==> src/rtl/ctrl_pkg.sv <==
// Shared types and decode constants for the addi/bne control sequencer.
package ctrl_pkg;

    typedef enum logic [2:0] {
        FETCH,
        DECODE,
        EXECUTE,
        WRITEBACK,
        TRAP
    } state_e;

    localparam logic [6:0] OPC_ADDI = 7'b0010011;
    localparam logic [6:0] OPC_BNE  = 7'b1100011;
    localparam logic [2:0] F3_ADDI  = 3'b000;
    localparam logic [2:0] F3_BNE   = 3'b001;
    localparam logic       ALU_ADD  = 1'b0;
    localparam logic       ALU_BNE  = 1'b1;

endpackage

==> src/rtl/imm_ext.sv <==
// Combinational immediate extractor: I-type (addi) or B-type (bne), sign-extended.
module imm_ext #(
    parameter int unsigned Data_Width = 32
) (
    input  logic [Data_Width-1:0] instr,
    input  logic                  is_b,
    output logic [Data_Width-1:0] imm
);

    // Opcode, funct3 and rs1 fields never contribute to either immediate format.
    logic unused_bits;
    assign unused_bits = ^{instr[19:12], instr[6:0]};

    always_comb begin
        imm = '0;
        if (is_b) begin
            imm = {{(Data_Width-13){instr[31]}}, instr[31], instr[7], instr[30:25],
                   instr[11:8], 1'b0};
        end else begin
            imm = {{(Data_Width-12){instr[31]}}, instr[31:20]};
        end
    end

endmodule

==> src/rtl/alu_ctrl_sequencer.sv <==
// Multi-cycle fetch/decode/execute/writeback sequencer for the addi/bne ALU datapath.
// Define ALU_CTRL_PERF_CNT_EN to build the retired/taken performance counters.
module alu_ctrl_sequencer
    import ctrl_pkg::*;
#(
    parameter int unsigned         PC_WIDTH      = 32,
    parameter int unsigned         Data_Width    = 32,
    parameter int unsigned         Address_Width = 5,
    parameter logic [PC_WIDTH-1:0] RESET_PC      = '0
) (
    input  logic                     clk,
    input  logic                     rst,
    output logic                     imem_req,
    input  logic                     imem_ack,
    input  logic [Data_Width-1:0]    instr,
    output logic [PC_WIDTH-1:0]      pc,
    input  logic                     eq,
    output logic                     ALU_ctrl,
    output logic                     ALUsrc,
    output logic [Data_Width-1:0]    ImmOp,
    output logic [Address_Width-1:0] rs1,
    output logic [Address_Width-1:0] rs2,
    output logic [Address_Width-1:0] rd,
    output logic                     RegWrite,
    output logic                     illegal,
    output logic [31:0]              retired_cnt,
    output logic [31:0]              taken_cnt
);

    state_e                state_q;
    logic [Data_Width-1:0] ir_q;
    logic                  taken_q;

    logic [6:0]            opcode;
    logic [2:0]            funct3;
    logic                  is_addi;
    logic                  is_bne;
    logic [Data_Width-1:0] imm;

    assign opcode  = ir_q[6:0];
    assign funct3  = ir_q[14:12];
    assign is_addi = (opcode == OPC_ADDI) && (funct3 == F3_ADDI);
    assign is_bne  = (opcode == OPC_BNE) && (funct3 == F3_BNE);

    imm_ext #(
        .Data_Width(Data_Width)
    ) u_imm_ext (
        .instr(ir_q),
        .is_b (is_bne),
        .imm  (imm)
    );

    always_ff @(posedge clk) begin
        if (!rst) begin
            state_q  <= FETCH;
            pc       <= RESET_PC;
            ir_q     <= '0;
            taken_q  <= 1'b0;
            imem_req <= 1'b0;
            RegWrite <= 1'b0;
            illegal  <= 1'b0;
            ALU_ctrl <= ALU_ADD;
            ALUsrc   <= 1'b0;
            ImmOp    <= '0;
            rs1      <= '0;
            rs2      <= '0;
            rd       <= '0;
        end else begin
            RegWrite <= 1'b0;
            unique case (state_q)
                FETCH: begin
                    // An ack only counts once the request is actually visible.
                    if (imem_req && imem_ack) begin
                        ir_q     <= instr;
                        imem_req <= 1'b0;
                        state_q  <= DECODE;
                    end else begin
                        imem_req <= 1'b1;
                    end
                end
                DECODE: begin
                    rs1 <= ir_q[19:15];
                    rs2 <= ir_q[24:20];
                    rd  <= ir_q[11:7];
                    if (is_addi || is_bne) begin
                        ALU_ctrl <= is_bne ? ALU_BNE : ALU_ADD;
                        ALUsrc   <= is_addi;
                        ImmOp    <= imm;
                        state_q  <= EXECUTE;
                    end else begin
                        illegal <= 1'b1;
                        state_q <= TRAP;
                    end
                end
                EXECUTE: begin
                    taken_q  <= ~eq;
                    RegWrite <= (ALU_ctrl == ALU_ADD);
                    state_q  <= WRITEBACK;
                end
                WRITEBACK: begin
                    if (ALU_ctrl == ALU_BNE && taken_q) begin
                        pc <= pc + PC_WIDTH'(ImmOp);
                    end else begin
                        pc <= pc + PC_WIDTH'(4);
                    end
                    // Raise the next request immediately so an instant ack costs no bubble.
                    imem_req <= 1'b1;
                    state_q  <= FETCH;
                end
                TRAP: begin
                    imem_req <= 1'b0;
                end
                default: begin
                    imem_req <= 1'b0;
                    state_q  <= TRAP;
                end
            endcase
        end
    end

`ifdef ALU_CTRL_PERF_CNT_EN
    always_ff @(posedge clk) begin
        if (!rst) begin
            retired_cnt <= '0;
            taken_cnt   <= '0;
        end else if (state_q == WRITEBACK) begin
            retired_cnt <= retired_cnt + 32'd1;
            if (ALU_ctrl == ALU_BNE && taken_q) begin
                taken_cnt <= taken_cnt + 32'd1;
            end
        end
    end
`else
    assign retired_cnt = '0;
    assign taken_cnt   = '0;
`endif

endmodule

==> config.mk <==
export PLATFORM = sky130hd
export DESIGN_NAME = alu_ctrl_sequencer
export DESIGN_NICKNAME = d
export VERILOG_FILES = /design/src/rtl/ctrl_pkg.sv /design/src/rtl/imm_ext.sv /design/src/rtl/alu_ctrl_sequencer.sv
export SDC_FILE = /design/constraint.sdc
export NUM_CORES = 1
export LEC_CHECK = 0
export BUFFER_PORTS_ARGS = -buffer_cell sky130_fd_sc_hd__buf_2
export CAP_MARGIN = 20
export CORE_ASPECT_RATIO = 1.2
export CORE_MARGIN = 3
export CORE_UTILIZATION = 40
export CTS_CLUSTER_SIZE = 30
export DETAILED_ROUTE_END_ITERATION = 6
export PLACE_DENSITY_LB_ADDON = 0.05
export SYNTH_ARGS = -nofsm -noshare
export SYNTH_HDL_FRONTEND = slang
export SYNTH_SLANG_ARGS = --single-unit
==> constraint.sdc <==
create_clock -name clk -period 2.7 [get_ports clk]
set_input_delay 0.135 -clock clk [delete_from_list [all_inputs] [get_ports clk]]
set_output_delay 0.135 -clock clk [all_outputs]
set_load 0.01 [all_outputs]
==> results of run 1 <==
==> worst paths after layout <==
kind                            end  cells past startpoint                   from
max reg2reg     pc[30]$_SDFFE_PN0P_                     11     pc[0]$_SDFFE_PN0P_
min reg2reg  ImmOp[10]$_SDFFE_PN0P_                      2  ir_q[30]$_SDFFE_PN0P_
min           ir_q[19]$_SDFFE_PN0P_                      3              instr[19]
max             pc[30]$_SDFFE_PN0P_                     11     pc[0]$_SDFFE_PN0P_
==> per-stage QoR <==
stage               area, um2  utilization [%]  hold WS [ps]
floorplan                6830                -           231
global placement         7190             45.2           332
detailed placement       7190             45.2           335
CTS                      7570             47.6         0.763
global route             7570             47.7          10.1
finish                   7570             47.7          14.2
==> state kept, by name (all words and copies together), names as in the netlist <==
| name | count |
|---|---|
| ImmOp | 13 |
| rd | 5 |
| imem_req | 1 |
| rs1 | 5 |
| state_q | 3 |
| ALU_ctrl | 1 |
| ALUsrc | 1 |
| ir_q | 32 |
| RegWrite | 1 |
| rs2 | 5 |
| taken_q | 1 |
| pc | 32 |
| illegal | 1 |
==> cells in the final DEF (no fill, tap or decap), types with 3 or more instances in the layout <==
cell type      netlist  routed
a21o_1              23      23
a21oi_1            123     122
xor2_1              12      12
buf_4               83      32
dfxtp_1            101     100
a31oi_1             12      12
mux2i_1              6       6
nand4_1             11      11
a211oi_1             8       8
clkbuf_16            0       9
conb_1               1      64
nand3_1             23      23
nor3_1              12      12
inv_8                0       3
nand2_1            168     168
xnor2_1             11      11
nor2_1              47      47
nand2b_1            10      10
o22ai_1              3       3
and3_1              10      10
inv_1                9       8
o21a_1               5       5
buf_2                4     119
a41oi_1              4       4
nor4_1               4       3
ha_1                32      32
dlygate4sd3_1        0       8
and2_1               3       3
a21oi_2              5       6
o221ai_1             7       7
and4_1               3       3
o211ai_1             3       3
o21ai_0             40      40
o21bai_1             3       3
o21ai_1              3       3
==> critical path, cell delays in order (launching register included) <==
cell and delay [ps]:
dfxtp_1 350, ha_1 170, inv_1 50, fa_1 390
nor2b_1 180, o2111ai_1 140, nand3_1 130, a21oi_2 110
a21oi_2 250, a21oi_2 110, or4_1 490, o211ai_2 90
==> cell families (layout without fill, tap and decap cells) <==
family	after synthesis	in the layout	synth area share (%)
fa+ha+maj	33	33	6.38
buf+inv	134	186	12.4
flops	101	101	30.7
xor+xnor	23	23	3.06
mux	6	6	0.911
simple gates	316	316	22.2
other cells	1	64	0.0569
compound gates	262	262	24.3
==> cell type report <==
class / instances / area (um2)
fillers: 1718 / 8320
multi-input cells: 704 / 4000
flip-flops and latches: 101 / 2020
repair buffers: 161 / 956
well taps: 208 / 260
clock buffers: 9 / 225
clock inverters: 7 / 76.3
inverters: 9 / 33.8
==> what timing repair did <==
item                                    in CTS  in global routing
hold endpoints to repair                     8                  0
endpoints found under the setup margin       0                  2
buffers inserted                             0                  0
hold buffers                                 8                  0
gates resized for setup                      0                  2
==> power by group through the flow <==
stage | clock (mW) | combinational (mW) | sequential (mW)
detailed placement | 0 | 0.210 | 1.58
global route | 1.43 | 0.248 | 1.55
CTS | 1.38 | 0.219 | 1.55
global placement | 0 | 0.211 | 1.58
floorplan | 0 | 0.209 | 1.58
finish | 1.33 | 0.219 | 1.55
==> layer usage <==
layer,routed length (um),vias up,part of all wire (%)
li1,-,3191,-
met1,8040,2852,43
met2,9390,179,50
met3,1030,24,5.5
met4,339,0,1.8
met5,0,-,0
==> metrics.cfg, run 1 <==
[die]
die_y_um=147
initial_core_util_pct=41.5
core_um2=15900
die_x_um=123
die-area_um2=18100
fp-row-count=50
io_pins=184

[synthesis]
netlist_area_um2=6590
ys.flop_type=dfxtp_1
synthTopCellsByArea=dfxtp_1, nand2_1, buf_4
yosysTopAreaCellShare_pct=30.7
async_reset_ff_share_pct=0
synth_commonest_cells=nand2_1, a21oi_1, dfxtp_1
synth_largest_area_cell=dfxtp_1
synth_seq_area_share_pct=30.7
ys_ff_latch=101
synth.most_common_cell=nand2_1
synth-edff-count=0
synthCells=876
yosysWarnings=0
avgSynthCellArea_um2=7.52
synth_cell_types=69

[finish]
layout.nets=1055
drive_gt1_share_pct=19.7
diodes=0
syn2layout_area_growth_pct=14.9
finalNonFillerCells=1199

[routing]
num_vias=6246
dr.pass1.iters=6
wl_per_cell_um=15.7
viasPerCell=5.21
drc=0
wl_um=18800
ant_nets=0
drtIter0Drc=359

[global_routing]
overflow=0
grtUsageMet1_pct=25.5
met3_usage_pct=4.34
gr-max-usage-layer=met2
use_met2_pct=35.1
first_global_vias=5778
grt_pass1_wl_um=29800
grt_max_degree=79
antenna_found_initial=0
grt_use_total_pct=20.4

[clock_tree]
cts_buffers=9
cts.htree.levels=3
clock-root-buffer=clkbuf_16
clockBufferDepth=2
cts.sink_count=101
clk_pin_slew_ps=80
cts_tree=done
clock_latency_ps=350

[power]
pwr-share-clk_pct=43.0
power.internal_mw=2.25
finalPower_mw=3.10
power_frac_comb_pct=7.1
net-switching-power_mw=0.843
vdd_ir_drop_max_mv=0.287
pwr-share-seq_pct=49.9
power_density_nw_per_um2=409
power_switching_share_pct=27.2
p_leak_nw=3.38

[timing]
slew_violations=0
setup-violations-final=0
rsz0062_at_grt=false
hold_viol_final=0
maxClockFrequency_mhz=394
slew_headroom_pct=60.9
layout_setup_ws_ps=164
clock-skew-final_ps=8.78
tightest_slew_ps=585
period_share_pct=93.9
period_needed_ps=2540
setup_tns_ps=0

[critical_path]
r2r_setup_slack_ps=160
worstPathMaxFanout=5
worstSetupPathType=flop to flop
endpoint_kind=flop
arrival_ps=2820
cp.required_ps=2980
critPathLaunchType=flop

[placed_design]
gp_congestion=0.922
pre_cts_slack_ps=136
dp_hpwl_um=13900
io_buffers=119
dpl.cell_count=1175

[min_path]
hold_path.class=primary input to flop

[run]
maxCapViolations=0

[status]
status=completed

Note: power is estimated with default switching activity, not from simulation.
==> run 2: changes to the inputs <==
--- a/config.mk
+++ b/config.mk
@@ -5,13 +5,13 @@
 export SDC_FILE = /design/constraint.sdc
 export NUM_CORES = 1
 export LEC_CHECK = 0
-export BUFFER_PORTS_ARGS = -buffer_cell sky130_fd_sc_hd__buf_2
 export CAP_MARGIN = 20
 export CORE_ASPECT_RATIO = 1.2
 export CORE_MARGIN = 3
 export CORE_UTILIZATION = 40
 export CTS_CLUSTER_SIZE = 30
 export DETAILED_ROUTE_END_ITERATION = 6
+export DONT_BUFFER_PORTS = 1
 export PLACE_DENSITY_LB_ADDON = 0.05
 export SYNTH_ARGS = -nofsm -noshare
 export SYNTH_HDL_FRONTEND = slang
==> metrics.cfg, run 2 (same netlist as run 1, synthesis figures left out) <==
[timing]
setup-violations-final=0  ; unchanged
clock-skew-final_ps=9.90  ; +1.12 ps
period_share_pct=94.5  ; +0.53 points
period_needed_ps=2550  ; +14.2 ps
maxClockFrequency_mhz=392  ; -0.56%
setup_tns_ps=0  ; unchanged
hold_viol_final=0  ; unchanged
slew_headroom_pct=40.9  ; -20 points
slew_violations=0  ; unchanged
tightest_slew_ps=884  ; +299 ps

[global_routing]
grt_use_total_pct=21.6  ; +1.2 points
first_global_vias=5919  ; +2.4%
antenna_found_initial=0  ; unchanged
grt_pass1_wl_um=31300  ; +5.3%
overflow=0  ; unchanged
grt_max_degree=34  ; -57%

[clock_tree]
clock-root-buffer=clkbuf_16
clockBufferDepth=2  ; unchanged
clock_latency_ps=360  ; about the same
clk_pin_slew_ps=80  ; about the same
cts.htree.levels=3  ; unchanged
cts_tree=done
cts_buffers=9  ; unchanged
cts.sink_count=101  ; unchanged

[die]
die_y_um=147  ; unchanged
initial_core_util_pct=41.5  ; unchanged
die-area_um2=18100  ; unchanged
die_x_um=123  ; unchanged
io_pins=184  ; unchanged
core_um2=15900  ; unchanged
fp-row-count=50  ; unchanged

[critical_path]
worstSetupPathType=flop to flop
worstPathMaxFanout=7  ; +2
arrival_ps=2830  ; about the same
cp.required_ps=2980  ; about the same
critPathLaunchType=flop
critPathMaxStageDelay_ps=480  ; about the same
crit_chain=ha_1 > and3_1 > and4_1 > a2111oi_0 > a21boi_0 > a41oi_1 > nand4_1 > o221ai_1
endpoint_kind=flop
r2r_setup_slack_ps=150  ; about the same
crit_path_top_delay_cell=dfxtp_1

[placed_design]
gp_congestion=0.881  ; -4.5%
dpl_cell_area_um2=6710  ; -6.7%
io_buffers=0  ; -100%
dpl.cell_count=1073  ; -8.7%
dp_hpwl_um=14400  ; +3.3%

[finish]
finalNonFillerCells=1127  ; -6.0%
diodes=0  ; unchanged
fin_util_pct=46.5  ; -1.2 points
fillers=1666  ; -3.0%
top_regs=ir_q (32), pc (32), ImmOp (13)
drive_gt1_share_pct=10.4  ; -9.2 points
layout.nets=983  ; -6.8%
layout_common_cells=nand2_1, a21oi_1, dfxtp_1
final_area_um2=7390  ; -2.5%
final_common_cell=nand2_1
syn2layout_area_growth_pct=12.1

[power]
p_leak_nw=2.99  ; -11%
vdd_ir_drop_max_mv=0.282  ; -2.0%
power_density_nw_per_um2=422  ; +3.3%
finalPower_mw=3.12  ; +0.74%

[run]
maxCapViolations=0  ; unchanged

[routing]
wl_um=19500  ; +3.7%
drtIter0Drc=349  ; -2.8%
dr.pass1.iters=5  ; -1
wl_per_cell_um=17.3  ; +10%
viasPerCell=5.43  ; +4.2%
num_vias=6115  ; -2.1%
drc=0  ; unchanged
ant_nets=0  ; unchanged

[status]
status=completed

[min_path]
hold_path.class=primary input to flop

## run 2: cell count changes in the layout (fill, tap and decap cells not counted), sizes merged
cell	change
clkinv	-1
inv	+1
dlygate4sd3	+27
buf	-99
## run 2: final cells by class
class                           count  area (um2)  area share (%)
Multi-Input combinational cell    704        4000            54.1
Sequential cell                   101        2030            27.4
Timing Repair Buffer               89         768            10.4
Tap cell                          208         260            3.52
Clock buffer                        9         225            3.05
Clock inverter                      7        73.8           0.999
Inverter                            9        33.8           0.457
## run 2: repair_timing
item	in CTS	in global routing
hold buffers	35	0
resized for setup	0	2
endpoints found under the hold margin	52	0
setup endpoints to repair	0	6
setup buffers	0	3
## run 2: stage by stage
step	worst slack (ps)	hold slack, ps
after floorplan	78.1	231
after global placement	199	233
after detailed placement	160	234
after CTS	121	17.1
after global routing	-16.5	39.6
final	150	45.3
## run 2: final timing paths
check                   startpoint                   to  cells past startpoint
max            pc[25]$_SDFFE_PN0P_  pc[31]$_SDFFE_PN0P_                      8
max reg2reg    pc[25]$_SDFFE_PN0P_  pc[31]$_SDFFE_PN0P_                      8
min reg2reg  ir_q[19]$_SDFFE_PN0P_  rs1[4]$_SDFFE_PN0P_                      2
min                            rst  pc[27]$_SDFFE_PN0P_                      2
## run 2: routing by layer
layer  track usage, %  share of wire [%]
met1             24.8                 40
met5                0                  0
met4             6.26                1.9
met3             4.84                5.7
met2             39.4                 53
## run 2: worst max-delay path, delay by kind of cell (launching register included)
kind	cells	cell delay [ps]
AO/OA/AOI/OAI	4	970
AND/OR/NAND/NOR	3	660
adder cells (fa/ha/maj)	1	360
flip-flops	1	480
## run 2: report_power, final
part           internal, mW  total (mW)  leakage [nW]  switching, mW
combinational        0.0756       0.222          2.03          0.146
sequential             1.52        1.55         0.818         0.0263
clock                 0.663        1.35         0.148          0.687
total                  2.26        3.12          2.99          0.860
